**config.mk**
```make
export PLATFORM = sky130hd
export DESIGN_NAME = muldiv_unit_flat
export DESIGN_NICKNAME = d
export VERILOG_FILES = /design/src/rtl/muldiv_unit_if.sv /design/src/rtl/muldiv_unit.sv /design/src/flat_wrapper.sv
export SDC_FILE = /design/constraint.sdc
export NUM_CORES = 1
export LEC_CHECK = 0
export ABC_AREA = 1
export ABC_CLOCK_PERIOD_IN_PS = 4900
export BUFFER_PORTS_ARGS = -buffer_cell sky130_fd_sc_hd__buf_4
export CORE_AREA = 2 2 214 216
export CTS_CLUSTER_SIZE = 10
export DETAILED_ROUTE_END_ITERATION = 6
export DIE_AREA = 0 0 216 218
export PLACE_DENSITY_LB_ADDON = 0.05
export SLEW_MARGIN = 5
export SYNTH_ARGS = -nofsm -noshare
export SYNTH_HDL_FRONTEND = slang
export SYNTH_SLANG_ARGS = --single-unit
```
**constraint.sdc**
```tcl
create_clock -name clk -period 4.9 [get_ports clk]
set_input_delay 0 -clock clk [delete_from_list [all_inputs] [get_ports clk]]
set_output_delay 0 -clock clk [all_outputs]
set_load 0.01 [all_outputs]
```
**src/rtl/muldiv_unit_if.sv**
```systemverilog
// rtl/muldiv_unit_if.sv - EX-side bundle for the iterative multiply/divide engine
//
// Purpose: groups the request, operand and result signals exchanged between
//          the EX stage and muldiv_unit.
// Signals:
//   start_i      request, held by EX until ready_o
//   op_i[1:0]    00 MULT, 01 MULTU, 10 DIV, 11 DIVU
//   opdata1_i    multiplicand / dividend
//   opdata2_i    multiplier / divisor
//   annul_i      flush / exception cancel
//   result_hi_o  product high half / remainder
//   result_lo_o  product low half / quotient
//   ready_o      result valid (registered)
//   stallreq_o   pipeline stall request
// Modports: master = EX stage, slave = muldiv_unit.

interface muldiv_unit_if #(
  parameter int DATA_W = 32
);
  logic              start_i;
  logic [1:0]        op_i;
  logic [DATA_W-1:0] opdata1_i;
  logic [DATA_W-1:0] opdata2_i;
  logic              annul_i;
  logic [DATA_W-1:0] result_hi_o;
  logic [DATA_W-1:0] result_lo_o;
  logic              ready_o;
  logic              stallreq_o;

  modport master (
    output start_i, op_i, opdata1_i, opdata2_i, annul_i,
    input  result_hi_o, result_lo_o, ready_o, stallreq_o
  );

  modport slave (
    input  start_i, op_i, opdata1_i, opdata2_i, annul_i,
    output result_hi_o, result_lo_o, ready_o, stallreq_o
  );
endinterface

```
**src/rtl/muldiv_unit.sv**
```systemverilog
// rtl/muldiv_unit.sv - radix-2 iterative signed/unsigned multiply and divide engine
//
// Purpose: computes HI/LO for MULT/MULTU/DIV/DIVU one bit per clock
//          (DATA_W iterations), divide-by-zero answers 0/0 after one edge.
// Ports:
//   clk   clock, rising edge
//   rst   synchronous active-high reset
//   bus   muldiv_unit_if.slave (request, operands, annul, results, ready, stall)

module muldiv_unit #(
  parameter int DATA_W = 32,
  parameter int CNT_W  = $clog2(DATA_W) + 1
) (
  input  logic         clk,
  input  logic         rst,
  muldiv_unit_if.slave bus
);

  typedef enum logic [1:0] {S_IDLE, S_DIVZERO, S_RUN, S_DONE} state_e;

  state_e              state_q;
  logic [CNT_W-1:0]    cnt_q;
  logic                is_div_q;
  logic                sign_pq_q;   // product/quotient negative (signed ops only)
  logic                sign_r_q;    // remainder negative (signed ops only)
  logic [DATA_W-1:0]   opb_q;       // multiplicand or divisor magnitude
  logic [2*DATA_W-1:0] acc_q;       // {hi, lo} working accumulator
  logic [2*DATA_W-1:0] acc_d;
  logic [DATA_W-1:0]   hi_q, lo_q;
  logic                ready_q;

  // Operand magnitudes and signs at request time.
  logic              is_signed_in;
  logic              sign1, sign2;
  logic [DATA_W-1:0] abs1, abs2;

  assign is_signed_in = ~bus.op_i[0];
  assign sign1        = is_signed_in & bus.opdata1_i[DATA_W-1];
  assign sign2        = is_signed_in & bus.opdata2_i[DATA_W-1];
  assign abs1         = sign1 ? -bus.opdata1_i : bus.opdata1_i;
  assign abs2         = sign2 ? -bus.opdata2_i : bus.opdata2_i;

  // One iteration of either algorithm. The W+1-bit sums keep the carry of the
  // multiply add and the bit shifted out of the remainder during divide.
  logic [DATA_W:0] mul_sum, rem_sh, diff;

  always_comb begin
    mul_sum = {1'b0, acc_q[2*DATA_W-1:DATA_W]} + (acc_q[0] ? {1'b0, opb_q} : '0);
    rem_sh  = acc_q[2*DATA_W-1:DATA_W-1];
    diff    = rem_sh - {1'b0, opb_q};
    acc_d   = '0;
    if (is_div_q) begin
      if (diff[DATA_W]) acc_d = {rem_sh[DATA_W-1:0], acc_q[DATA_W-2:0], 1'b0};
      else              acc_d = {diff[DATA_W-1:0],   acc_q[DATA_W-2:0], 1'b1};
    end else begin
      acc_d = {mul_sum, acc_q[DATA_W-1:1]};
    end
  end

  // Sign fix-up applied to the final iteration's value.
  logic [2*DATA_W-1:0] prod_fix;
  logic [DATA_W-1:0]   fin_hi, fin_lo;

  always_comb begin
    prod_fix = sign_pq_q ? -acc_d : acc_d;
    if (is_div_q) begin
      fin_hi = sign_r_q  ? -acc_d[2*DATA_W-1:DATA_W] : acc_d[2*DATA_W-1:DATA_W];
      fin_lo = sign_pq_q ? -acc_d[DATA_W-1:0]        : acc_d[DATA_W-1:0];
    end else begin
      fin_hi = prod_fix[2*DATA_W-1:DATA_W];
      fin_lo = prod_fix[DATA_W-1:0];
    end
  end

  always_ff @(posedge clk) begin
    if (rst) begin
      state_q   <= S_IDLE;
      cnt_q     <= '0;
      is_div_q  <= 1'b0;
      sign_pq_q <= 1'b0;
      sign_r_q  <= 1'b0;
      opb_q     <= '0;
      acc_q     <= '0;
      hi_q      <= '0;
      lo_q      <= '0;
      ready_q   <= 1'b0;
    end else if (bus.annul_i && state_q != S_IDLE) begin
      // Flush wins over completion; results keep their last completed value.
      state_q <= S_IDLE;
      ready_q <= 1'b0;
    end else begin
      case (state_q)
        S_IDLE: begin
          if (bus.start_i && !bus.annul_i) begin
            is_div_q  <= bus.op_i[1];
            sign_pq_q <= sign1 ^ sign2;
            sign_r_q  <= sign1;
            cnt_q     <= '0;
            if (bus.op_i[1]) begin
              opb_q <= abs2;
              acc_q <= {{DATA_W{1'b0}}, abs1};
            end else begin
              opb_q <= abs1;
              acc_q <= {{DATA_W{1'b0}}, abs2};
            end
            if (bus.op_i[1] && bus.opdata2_i == '0) state_q <= S_DIVZERO;
            else                                     state_q <= S_RUN;
          end
        end
        S_DIVZERO: begin
          hi_q    <= '0;
          lo_q    <= '0;
          ready_q <= 1'b1;
          state_q <= S_DONE;
        end
        S_RUN: begin
          acc_q <= acc_d;
          cnt_q <= cnt_q + 1'b1;
          if (cnt_q == CNT_W'(DATA_W - 1)) begin
            hi_q    <= fin_hi;
            lo_q    <= fin_lo;
            ready_q <= 1'b1;
            state_q <= S_DONE;
          end
        end
        S_DONE: begin
          if (!bus.start_i) begin
            ready_q <= 1'b0;
            state_q <= S_IDLE;
          end
        end
        default: state_q <= S_IDLE;
      endcase
    end
  end

  assign bus.result_hi_o = hi_q;
  assign bus.result_lo_o = lo_q;
  assign bus.ready_o     = ready_q;
  assign bus.stallreq_o  = bus.start_i & ~ready_q;

endmodule

```
**src/flat_wrapper.sv**
```systemverilog
// flat-port wrapper written by rule: the top's interface ports become plain ports
module muldiv_unit_flat 
#(
  parameter int DATA_W = 32,
  parameter int CNT_W  = $clog2(DATA_W) + 1
)
  (clk, rst, bus_start_i, bus_op_i, bus_opdata1_i, bus_opdata2_i, bus_annul_i, bus_result_hi_o, bus_result_lo_o, bus_ready_o, bus_stallreq_o);
  muldiv_unit_if #(.DATA_W(DATA_W)) bus_i ();
  input  logic clk;
  input  logic rst;
  input wire logic [$bits(bus_i.start_i)-1:0] bus_start_i;
  input wire logic [$bits(bus_i.op_i)-1:0] bus_op_i;
  input wire logic [$bits(bus_i.opdata1_i)-1:0] bus_opdata1_i;
  input wire logic [$bits(bus_i.opdata2_i)-1:0] bus_opdata2_i;
  input wire logic [$bits(bus_i.annul_i)-1:0] bus_annul_i;
  output wire logic [$bits(bus_i.result_hi_o)-1:0] bus_result_hi_o;
  output wire logic [$bits(bus_i.result_lo_o)-1:0] bus_result_lo_o;
  output wire logic [$bits(bus_i.ready_o)-1:0] bus_ready_o;
  output wire logic [$bits(bus_i.stallreq_o)-1:0] bus_stallreq_o;
  assign bus_i.start_i = bus_start_i;
  assign bus_i.op_i = bus_op_i;
  assign bus_i.opdata1_i = bus_opdata1_i;
  assign bus_i.opdata2_i = bus_opdata2_i;
  assign bus_i.annul_i = bus_annul_i;
  assign bus_result_hi_o = bus_i.result_hi_o;
  assign bus_result_lo_o = bus_i.result_lo_o;
  assign bus_ready_o = bus_i.ready_o;
  assign bus_stallreq_o = bus_i.stallreq_o;
  muldiv_unit #(.DATA_W(DATA_W), .CNT_W(CNT_W)) u_core (.clk(clk), .rst(rst), .bus(bus_i));
endmodule
```
==> summary.md, run 1 <==
| Metric | Value |
|---|---|
| Slew Viols, Final | `0` |
| Ant. Diodes | `0` |
| Synth Area in XOR/XNOR | `3.67%` |
| Initial Util | `39.4%` |
| Number of fill cells | `a little over 5,000` |
| Area Overhead vs Synth | `16.2%` |
| PnR worst setup slack | `around 0.34 ns` |
| Final cycle utilization of the critical path | `~93%` |
| Mapped cell area | `0.0177 sq mm` |
| Rel. slew slack | `23.7%` |
| Die Y | `218 um` |
| Avg Inst Size Synth | `5.72 sq um` |
| GR met3 Demand/Resource | `approximately 4.4%` |
| Top FF cell, synth | `dfxtp_1` |
| Most used cell, CP | `nand2_1` |
| Routed WL per cell | `19.3 um` |
| DP Cell Count | `3,771` |
| Starting DRC count in detailed routing | `1,834` |
| Site row count | `between 70 and 80` |
| GRT Overall Usage | `31.2%` |
| Via count | `20,300` |
| Port Buffers | `135` |
| Post-synthesis compound-gate area fraction | `between 10% and 20%` |
| Clock tree buffer depth | `2` |
| Final setup vio count | `0` |
| Setup CP Type | `reg -> reg` |
| P_leak | `10.2 nW` |
| Share of the synthesized area in the top cell type | `21.1%` |
| HP Class | `in -> reg` |
| Hold endpoint | `u_core.opb_q[27]$_SDFFE_PP0P_` |
| Met1 Use GR | `about two fifths` |
| YS warnings | `0` |
| Max frequency | `219 MHz` |
| Area leader, netlist | `nand2_1` |
| Die area | `0.0471 sq mm` |
| Largest family of logic cells by synthesized area | `simple AND/OR/NAND/NOR gates` |
| Met2 usage | `51.7%` |
| Share of layout cells above drive strength 1 | `between 10% and 20%` |
| Maximum fanout along the worst path | `12` |
| Io pins | `136` |
| Reg clk slew, reported paths | `0.08 ns` |
| Max-cap violations | `0` |
| Vias per inst | `5.27` |
| Gr busiest metal | `met2` |
| Grt total ovfl | `0` |
| FF-to-FF path depth | `34` |
| H-tree depth | `4` |
| Post-synth net total | `~3,200` |
| Setup Skew | `between 0.01 and 0.015 ns` |
| Vias in the first global route | `19,000` |
| Worst VDD drop | `0.640 mV` |
| Die X | `between 200 and 250 um` |
| Worst Tran Pin Value | `1.14 ns` |
| Post-Synth Adder-Cell Area | `roughly 5.4%` |
| WHS | `0.0478 ns` |
| Layout Cells excl Fill | `3,855` |
| Critical R2R Capture | `u_core.bus.result_hi_o[30]$_SDFFE_PP0P_` |
| Post-synth EDFFs | `0` |
| CTS tree | `done` |
| Critical Path Source Type | `flop` |
| ANT nets after route | `0` |
| Worst hold start | `bus_opdata1_i[27]` |
| GPL Wtd Cong | `~1.0` |
| Clock tree root driver cell | `clkbuf_16` |
| Clock sinks | `172` |
| Synth unique cells | `56` |
| Total CTS buffers | `17` |
| Min cycle time layout | `between 4 and 5 ns` |
| Worst-Skew Late Latency | `0.50 ns` |
| WP data required | `5.25 ns` |
| Crit-path max cell delay | `0.36 ns` |
| Largest net degree at the start of global routing | `75` |
| Worst r2r src | `u_core.acc_q[31]$_SDFFE_PP0P_` |
| Nets@finish | `3,387` |
| Fraction of the mapped netlist area in simple logic gates | `a little over two fifths` |
| Register bit total from synthesis | `172` |
| Worst slack at placement | `between 0.15 and 0.2 ns` |
| Residual DRC count | `0` |
| Total Wirelength | `74.2 mm` |
| Synth top area cells | `nand2_1, dfxtp_1, inv_1` |
| First-pass GRT wire length | `112 mm` |
| Flop2flop setup slack | `roughly 0.34 ns` |
| CP Capture Type | `flop` |
| Post-synthesis mux area share | `0%` |
| Post-Syn Instances | `3,090` |
| Register area share after synthesis | `19.5%` |
| Power per cell area | `between 300 and 400 mW/mm^2` |
| Hold Path Stages | `6` |
| DR pass1 iterations | `6` |
| Asr flop ratio synth | `0%` |
| Slowest CP cell | `fa_2` |
| Hold Vio Cnt, Final | `0` |
| Detailed-placement wirelength estimate | `60.0 mm` |
| Status | `complete, no violations` |
| Core footprint | `0.0449 sq mm` |
| Crit path DAT | `a little under 5 ns` |
| Initial antenna violation count | `0` |
==> where the power goes <==
group	internal (mW)	switching [mW]	leakage (nW)
registers	1.54	0.116	1.39
logic	1.32	3.07	8.56
clock network	0.728	0.732	0.290
total	3.59	3.92	10.2
==> Yosys cell counts (all sizes together), types with 2 or more instances <==
library cell     n
o21a             9
buf             36
a21oi          237
a22oi           35
nor4             4
clkinv           4
nor3            32
o221ai          17
ha              73
nand3          264
o21ai          126
or2              9
a31oi            5
o21bai          19
nor2           301
inv            430
clkbuf          74
xor2            48
nand3b          27
nor3b            2
xnor2           26
nand2         1047
a21o            12
o31ai            2
dfxtp          172
o211ai          34
nand4           32
and2             2
fa               2
==> metal layers <==
| metal | vias up | routed length, um |
|---|---|---|
| met5 | - | 0 |
| met4 | 0 | 2550 |
| met3 | 79 | 3850 |
| met2 | 593 | 34000 |
| met1 | 9388 | 33900 |
| li1 | 10200 | - |
==> layout make-up <==
type                    instances  area [sq um]  area share [%]
flip-flops and latches        172          3450            16.8
inverters                     434          1630            7.93
clock inverters                15           179           0.871
multi-input cells            2374         12100            59.1
clock buffers                  17           425            2.07
repair buffers                243          1970            9.61
well taps                     600           751            3.66
==> worst max-delay path: cells and delay by family (launching register included) <==
family | cells | cell delay [ns]
and+or+nand+nor | 27 | 3.04
adders and majority gates | 3 | 0.76
DFF | 1 | 0.33
buffers and inverters | 3 | 0.21
AOI/OAI and AO/OA | 1 | 0.04
==> metrics by stage <==
| stage | power [mW] | utilization (%) | instance area [sq um] | setup TNS [ns] |
|---|---|---|---|---|
| floorplan | 4.63 | - | 17700 | 0 |
| global placement | 5.91 | 43.1 | 19400 | 0 |
| detailed placement | 5.91 | 43.1 | 19400 | 0 |
| CTS | 7.45 | 45.6 | 20500 | 0 |
| global route | 8.07 | 45.7 | 20500 | -0.115 |
| finish | 7.51 | 45.7 | 20500 | 0 |
==> kinds of logic after synthesis <==
group,after synthesis
simple gates,1723
buf+inv,544
compound gates,502
flops,172
fa+ha+maj,75
xor+xnor,74
==> cells in the final DEF (no fill, tap or decap), drive strengths merged, types with 32 or more instances in the layout <==
| cell | netlist | layout |
|---|---|---|
| nand4 | 32 | 32 |
| nand2 | 1047 | 1047 |
| a22oi | 35 | 35 |
| o21ai | 126 | 126 |
| nand3 | 264 | 264 |
| o211ai | 34 | 34 |
| a21oi | 237 | 237 |
| nor3 | 32 | 32 |
| dlygate4sd3 | 0 | 50 |
| dfxtp | 172 | 172 |
| ha | 73 | 73 |
| buf | 36 | 193 |
| xor2 | 48 | 48 |
| nor2 | 301 | 301 |
| inv | 430 | 436 |
==> how the worst max path moves through the flow <==
stage                                                         end                           from  slack (ns)  cells past startpoint
final                     u_core.bus.result_hi_o[30]$_SDFFE_PP0P_  u_core.acc_q[31]$_SDFFE_PP0P_        0.34                     34
after global routing      u_core.bus.result_hi_o[20]$_SDFFE_PP0P_  u_core.acc_q[31]$_SDFFE_PP0P_       -0.07                     34
after CTS                 u_core.bus.result_hi_o[30]$_SDFFE_PP0P_  u_core.acc_q[31]$_SDFFE_PP0P_        0.15                     34
after detailed placement  u_core.bus.result_hi_o[30]$_SDFFE_PP0P_  u_core.acc_q[31]$_SDFFE_PP0P_        0.19                     34
after global placement    u_core.bus.result_hi_o[30]$_SDFFE_PP0P_  u_core.acc_q[31]$_SDFFE_PP0P_        0.36                     34
after floorplan           u_core.bus.result_hi_o[26]$_SDFFE_PP0P_  u_core.acc_q[31]$_SDFFE_PP0P_        1.06                     35
==> state kept, by name, indices dropped and copies added (netlist names) <==
name and flops:
u_core.sign_r_q 1, u_core.opb_q 32, u_core.sign_pq_q 1, u_core.bus.ready_o 1, u_core.state_q 2, u_core.bus.result_hi_o 32
u_core.acc_q 64, u_core.bus.result_lo_o 32, u_core.cnt_q 6, u_core.is_div_q 1
==> what timing repair did <==
| action | 4_1_cts | 5_1_grt |
|---|---|---|
| resized for setup | 0 | 12 |
| setup endpoints to repair | 0 | 16 |
| hold endpoints to repair | 31 | 0 |
| setup buffers | 0 | 2 |
| hold buffers | 50 | 0 |
(Power assumes the default switching activity.)
==> run 2, diff against run 1 <==
==> constraint.sdc (replaced) <==
create_clock -name clk -period 4.9 [get_ports clk]
set_input_delay 0.735 -clock clk [delete_from_list [all_inputs] [get_ports clk]]
set_output_delay 0.735 -clock clk [all_outputs]
set_load 0.01 [all_outputs]
==> summary.md, run 2 (same netlist as run 1, synthesis figures left out) <==
| Metric | Value |
|---|---|
| Die X | `216 um (unchanged)` |
| GPL Wtd Cong | `1.00 (was 1.02)` |
| P_leak | `10.0 nW (was 10.2 nW)` |
| Layout Cells excl Fill | `3,805 (was 3,855)` |
| Most common cell after layout, fill and taps aside | `nand2_1 (unchanged)` |
| Core footprint | `0.0449 sq mm (unchanged)` |
| Max frequency | `222 MHz (was 219 MHz)` |
| Clock tree root driver cell | `clkbuf_16 (unchanged)` |
| Setup tns final | `0 ns (unchanged)` |
| Final cycle utilization of the critical path | `91.7% (was 93.1%)` |
| Clock tree buffer depth | `2 (unchanged)` |
| Maximum fanout along the worst path | `12 (unchanged)` |
| Ant. Diodes | `0 (unchanged)` |
| Most used cell, CP | `nand2_1 (unchanged)` |
| Switch Pwr | `3.89 mW (was 3.92 mW)` |
| Flop2flop setup slack | `0.40 ns (was 0.34 ns)` |
| Max-cap violations | `0 (unchanged)` |
| WP data required | `5.26 ns (was 5.25 ns)` |
| Vias in the first global route | `18,800 (was 19,000)` |
| Total Wirelength | `72.8 mm (was 74.2 mm)` |
| CP Capture Type | `flop (unchanged)` |
| Overall Power | `7.51 mW (about the same)` |
| Initial Util | `39.4% (unchanged)` |
| Slew Viols, Final | `0 (unchanged)` |
| Grt total ovfl | `0 (unchanged)` |
| Critical Path Source Type | `flop (unchanged)` |
| Worst Tran Pin Value | `1.13 ns (was 1.14 ns)` |
| Vias per inst | `5.32 (was 5.27)` |
| Via count | `20,200 (was 20,300)` |
| HP Class | `reg -> reg (was in -> reg)` |
| ANT nets after route | `0 (unchanged)` |
| CTS tree | `done (unchanged)` |
| Largest Register | `u_core.acc_q (unchanged)` |
| Share of layout cells above drive strength 1 | `11.8% (was 11.6%)` |
| Die area | `0.0471 sq mm (unchanged)` |
| First-pass GRT wire length | `111 mm (was 112 mm)` |
| Slowest CP cell | `fa_2 (unchanged)` |
| Port Buffers | `135 (unchanged)` |
| Status | `complete, no violations (unchanged)` |
| Starting DRC count in detailed routing | `1,780 (was 1,834)` |
| Reg clk slew, reported paths | `0.08 ns (about the same)` |
| Area Overhead vs Synth | `13.4% (was 16.2%)` |
| Io pins | `136 (unchanged)` |
| Sequential share of power | `22.3% (was 22.1%)` |
| Worst VDD drop | `0.524 mV (was 0.640 mV)` |
| GRT Overall Usage | `30.9% (was 31.2%)` |
| DP Cell Count | `3,768 (was 3,771)` |
| Hold Buf Count CTS | `0 (was 50)` |
| Worst-Skew Late Latency | `0.51 ns (was 0.50 ns)` |
| Crit path DAT | `4.86 ns (was 4.91 ns)` |
| Internal power | `3.62 mW (was 3.59 mW)` |
| Detailed-placement wirelength estimate | `59.2 mm (was 60.0 mm)` |
| Rel. slew slack | `24.6% (was 23.7%)` |
| Crit-path max cell delay | `0.35 ns (was 0.36 ns)` |
| Setup CP Type | `reg -> reg (unchanged)` |
| Die Y | `218 um (unchanged)` |
| DR pass1 iterations | `6 (unchanged)` |
| Power per cell area | `375 mW/mm^2 (was 366 mW/mm^2)` |
| Initial antenna violation count | `0 (unchanged)` |
| Total CTS buffers | `17 (unchanged)` |
| Routed WL per cell | `19.1 um (was 19.3 um)` |
| Hold Vio Cnt, Final | `0 (unchanged)` |
| Clock sinks | `172 (unchanged)` |
| Logic pwr share | `57.3% (was 58.5%)` |
| WHS | `0.467 ns (was 0.0478 ns)` |
| Share of power burned in the clock network | `20.4% (was 19.4%)` |
| Final setup vio count | `0 (unchanged)` |
| Most frequent cells in the layout | `nand2_1, inv_1, nor2_1 (unchanged)` |
| Largest net degree at the start of global routing | `73 (was 75)` |
| Nets@finish | `3,337 (was 3,387)` |
| Site row count | `78 (unchanged)` |
| H-tree depth | `4 (unchanged)` |
| Min cycle time layout | `4.50 ns (was 4.56 ns)` |
| Sw Share | `51.8% (was 52.2%)` |
| Max FFs per register | `64 (unchanged)` |
| Residual DRC count | `0 (unchanged)` |
| Setup Skew | `0.0321 ns (was 0.0117 ns)` |
[run 2: changes by cell type in the layout (fill, tap and decap cells not counted), sizes merged]
| cell | change |
|---|---|
| bufinv | +1 |
| clkbuf | +2 |
| clkinv | -3 |
| dlygate4sd3 | -50 |
[run 2: per-layer routing]
layer / up-vias / track usage, % / part of all wire (%)
met5: - / 0 / 0
met4: 0 / 13.1 / 4.1
met3: 117 / 4.38 / 6.0
met2: 723 / 49.7 / 45
met1: 9259 / 41.2 / 45
li1: 10100 / - / -
[run 2: power by group through the flow]
stage               clock (mW)  combinational, mW  sequential (mW)
finish                    1.53               4.30             1.68
global route              1.61               4.76             1.70
CTS                       1.57               4.19             1.67
detailed placement           0               4.17             1.71
global placement             0               4.18             1.70
floorplan                    0               2.98             1.65
[run 2: path summary, 6_finish.rpt]
kind	from	end	cells after the start
max	u_core.acc_q[31]$_SDFFE_PP0P_	u_core.bus.result_hi_o[28]$_SDFFE_PP0P_	34
min	u_core.bus.result_lo_o[31]$_SDFFE_PP0P_	u_core.bus.result_lo_o[31]$_SDFFE_PP0P_	2
max reg2reg	u_core.acc_q[31]$_SDFFE_PP0P_	u_core.bus.result_hi_o[28]$_SDFFE_PP0P_	34
min reg2reg	u_core.bus.result_lo_o[31]$_SDFFE_PP0P_	u_core.bus.result_lo_o[31]$_SDFFE_PP0P_	2
[run 2: cell type report]
cell class / count / area [sq um]
Fill cell: 5032 / 24800
Multi-Input combinational cell: 2374 / 12100
Sequential cell: 172 / 3450
Inverter: 434 / 1630
Timing Repair Buffer: 193 / 1460
Tap cell: 600 / 751
Clock buffer: 19 / 453
Clock inverter: 13 / 176
[run 2: stage by stage]
step | util [%] | worst slack, ns | area [sq um]
detailed placement | 43.1 | 0.267 | 19300
floorplan | - | 1.06 | 17700
finish | 44.7 | 0.405 | 20100
CTS | 44.5 | 0.238 | 20000
global route | 44.7 | -0.0136 | 20100
global placement | 43.1 | 0.379 | 19300
[run 2: timing repair]
| item | CTS | global route |
|---|---|---|
| endpoints found under the hold margin | 0 | 0 |
| endpoints found under the setup margin | 0 | 17 |
| resized for setup | 0 | 14 |
| buffers inserted | 0 | 5 |
[run 2: critical path: cells and delay by family, from the launching register on]
family                   cells  cell delay (ns)
buffers and inverters        3             0.23
adder cells (fa/ha/maj)      3             0.75
flip-flops                   1             0.33
AND/OR/NAND/NOR             27             2.96
AO/OA/AOI/OAI                1             0.06
==> run 3, diff against run 2 <==
- ABC_CLOCK_PERIOD_IN_PS: 4900 -> 4950
- CTS_CLUSTER_DIAMETER: unset -> 40
- clock period: 4.9 -> 4.95 ns (I/O delays scaled with it)
==> summary.md, run 3 (same netlist as run 1, synthesis figures left out) <==
| Metric | Value |
|---|---|
| Status | `complete, but fails checks (was complete, no violations)` |
| Failing checks | `DRC` |
| Worst Tran Pin Value | `1.09 ns (was 1.13 ns)` |
| Initial antenna violation count | `0 (unchanged)` |
| Hold Path Stages | `2 (unchanged)` |
| Residual DRC count | `3 (was 0)` |
| Most common cell after layout, fill and taps aside | `nand2_1 (unchanged)` |
| Largest net degree at the start of global routing | `70 (was 73)` |
| Core footprint | `0.0449 sq mm (unchanged)` |
| Total Wirelength | `72.3 mm (was 72.8 mm)` |
| Io pins | `136 (unchanged)` |
| Ant. Diodes | `0 (unchanged)` |
| Crit-path max cell delay | `0.39 ns (was 0.35 ns)` |
| Share of power burned in the clock network | `20.2% (was 20.4%)` |
| Port Buffers | `135 (unchanged)` |
| Total CTS buffers | `17 (unchanged)` |
| Largest Register | `u_core.acc_q (unchanged)` |
| CP Capture Type | `flop (unchanged)` |
| Clock sinks | `172 (unchanged)` |
| Switch Pwr | `3.82 mW (was 3.89 mW)` |
| Setup tns final | `0 ns (unchanged)` |
| Worst slack at placement | `0.338 ns (was 0.267 ns)` |
| Power per cell area | `368 mW/mm^2 (was 375 mW/mm^2)` |
| Grt total ovfl | `0 (unchanged)` |
| DP Cell Count | `3,780 (was 3,768)` |
| Vias in the first global route | `18,900 (was 18,800)` |
| Clock tree root driver cell | `clkbuf_16 (unchanged)` |
| GRT Overall Usage | `30.7% (was 30.9%)` |
| Share of layout cells above drive strength 1 | `12.0% (was 11.8%)` |
| Via count | `20,300 (was 20,200)` |
| Critical Path Source Type | `flop (unchanged)` |
| P_leak | `10.1 nW (was 10.0 nW)` |
| Hold endpoint | `u_core.bus.result_hi_o[10]$_SDFFE_PP0P_ (was u_core.bus.result_lo_o[31]$_SDFFE_PP0P_)` |
| Rel. slew slack | `27.1% (was 24.6%)` |
| Sw Share | `51.6% (was 51.8%)` |
| Vias per inst | `5.33 (was 5.32)` |
| Worst r2r src | `u_core.acc_q[31]$_SDFFE_PP0P_ (unchanged)` |
| Die Y | `218 um (unchanged)` |
| Layout Cells excl Fill | `3,814 (was 3,805)` |
| Detailed-placement wirelength estimate | `59.0 mm (was 59.2 mm)` |
| DR pass1 iterations | `7 (was 6)` |
| Area after DPL | `0.0194 sq mm (was 0.0193 sq mm)` |
| Design Area, Final | `0.0201 sq mm (about the same)` |
| Flop2flop setup slack | `0.44 ns (was 0.40 ns)` |
| Setup CP Type | `reg -> reg (unchanged)` |
| HP Class | `reg -> reg (unchanged)` |
| Internal power | `3.59 mW (was 3.62 mW)` |
| PnR worst setup slack | `0.444 ns (was 0.405 ns)` |
| Routed WL per cell | `19.0 um (was 19.1 um)` |
| Min cycle time layout | `4.51 ns (was 4.50 ns)` |
| WP data required | `5.31 ns (was 5.26 ns)` |
| Clock tree buffer depth | `2 (unchanged)` |
| Most used cell, CP | `nand2_1 (unchanged)` |
| Initial Util | `39.4% (unchanged)` |
| H-tree depth | `4 (unchanged)` |
| Sequential share of power | `22.3% (about the same)` |
| Max frequency | `222 MHz (about the same)` |
| FF-to-FF path depth | `34 (unchanged)` |
| Hold Vio Cnt, Final | `0 (unchanged)` |
| Starting DRC count in detailed routing | `2,283 (was 1,780)` |
| Worst hold start | `u_core.bus.result_hi_o[10]$_SDFFE_PP0P_ (was u_core.bus.result_lo_o[31]$_SDFFE_PP0P_)` |
| Crit path DAT | `4.87 ns (was 4.86 ns)` |
| Site row count | `78 (unchanged)` |
| Slowest CP cell | `fa_1 (was fa_2)` |
| GPL Wtd Cong | `1.07 (was 1.00)` |
| Critical R2R Capture | `u_core.bus.result_hi_o[30]$_SDFFE_PP0P_ (was u_core.bus.result_hi_o[28]$_SDFFE_PP0P_)` |
| Die area | `0.0471 sq mm (unchanged)` |
| Most frequent cells in the layout | `nand2_1, inv_1, nor2_1 (unchanged)` |
| Slew Viols, Final | `0 (unchanged)` |
| Nets@finish | `3,346 (was 3,337)` |
| Max-cap violations | `0 (unchanged)` |
| Logic pwr share | `57.4% (was 57.3%)` |
| First-pass GRT wire length | `111 mm (about the same)` |
| Die X | `216 um (unchanged)` |
| Setup Skew | `0.0224 ns (was 0.0321 ns)` |
| CTS tree | `done (unchanged)` |
| WHS | `0.466 ns (was 0.467 ns)` |
| ANT nets after route | `0 (unchanged)` |
| Final cycle utilization of the critical path | `91.0% (was 91.7%)` |
| Worst-Skew Late Latency | `0.51 ns (about the same)` |
| Max FFs per register | `64 (unchanged)` |
| Maximum fanout along the worst path | `12 (unchanged)` |
| Area Overhead vs Synth | `13.8% (was 13.4%)` |
| Worst VDD drop | `0.531 mV (was 0.524 mV)` |
| Final setup vio count | `0 (unchanged)` |
| Hold Buf Count CTS | `0 (unchanged)` |
| Post-layout util | `44.8% (was 44.7%)` |
| Overall Power | `7.41 mW (was 7.51 mW)` |
| Reg clk slew, reported paths | `0.07 ns (was 0.08 ns)` |
[run 3: worst max-delay path, delay by kind of cell (launching register included)]
family,cells,cell delay (ns)
flops,1,0.33
fa+ha+maj,3,0.77
compound gates,1,0.05
simple gates,27,2.96
buf+inv,3,0.23
[run 3: per-layer routing]
layer,track usage (%),wire [um]
met5,0,0
met4,15.9,3640
met3,4.00,4610
met2,48.5,31500
met1,41.0,32600
[run 3: worst max path at each step]
| stage | from | to | depth (start not counted) |
|---|---|---|---|
| after floorplan | u_core.acc_q[31]$_SDFFE_PP0P_ | u_core.bus.result_hi_o[26]$_SDFFE_PP0P_ | 35 |
| after global placement | u_core.acc_q[31]$_SDFFE_PP0P_ | u_core.bus.result_hi_o[30]$_SDFFE_PP0P_ | 34 |
| after detailed placement | u_core.acc_q[32]$_SDFFE_PP0P_ | u_core.bus.result_hi_o[30]$_SDFFE_PP0P_ | 33 |
| after CTS | u_core.acc_q[31]$_SDFFE_PP0P_ | u_core.bus.result_hi_o[30]$_SDFFE_PP0P_ | 34 |
| after global routing | u_core.acc_q[31]$_SDFFE_PP0P_ | u_core.bus.result_hi_o[30]$_SDFFE_PP0P_ | 34 |
| final | u_core.acc_q[31]$_SDFFE_PP0P_ | u_core.bus.result_hi_o[30]$_SDFFE_PP0P_ | 34 |
[run 3: what timing repair did]
action	CTS	global route
hold endpoints to repair	0	0
setup buffers	0	2
setup endpoints to repair	0	15
gates resized for setup	0	11
[run 3: cell type report]
| class | count | area [sq um] |
|---|---|---|
| Sequential cell | 172 | 3450 |
| Fill cell | 4976 | 24800 |
| Multi-Input combinational cell | 2374 | 12100 |
| Clock inverter | 13 | 175 |
| Inverter | 434 | 1630 |
| Tap cell | 600 | 751 |
| Clock buffer | 19 | 453 |
| Timing Repair Buffer | 202 | 1540 |
[run 3: power groups by stage]
stage / clock (mW) / combinational [mW] / sequential, mW
3_5_place_dp: 0 / 4.14 / 1.68
5_1_grt: 1.57 / 4.72 / 1.67
6_report: 1.50 / 4.26 / 1.65
2_1_floorplan: 0 / 2.95 / 1.64
4_1_cts: 1.53 / 4.16 / 1.65
3_3_place_gp: 0 / 4.14 / 1.68
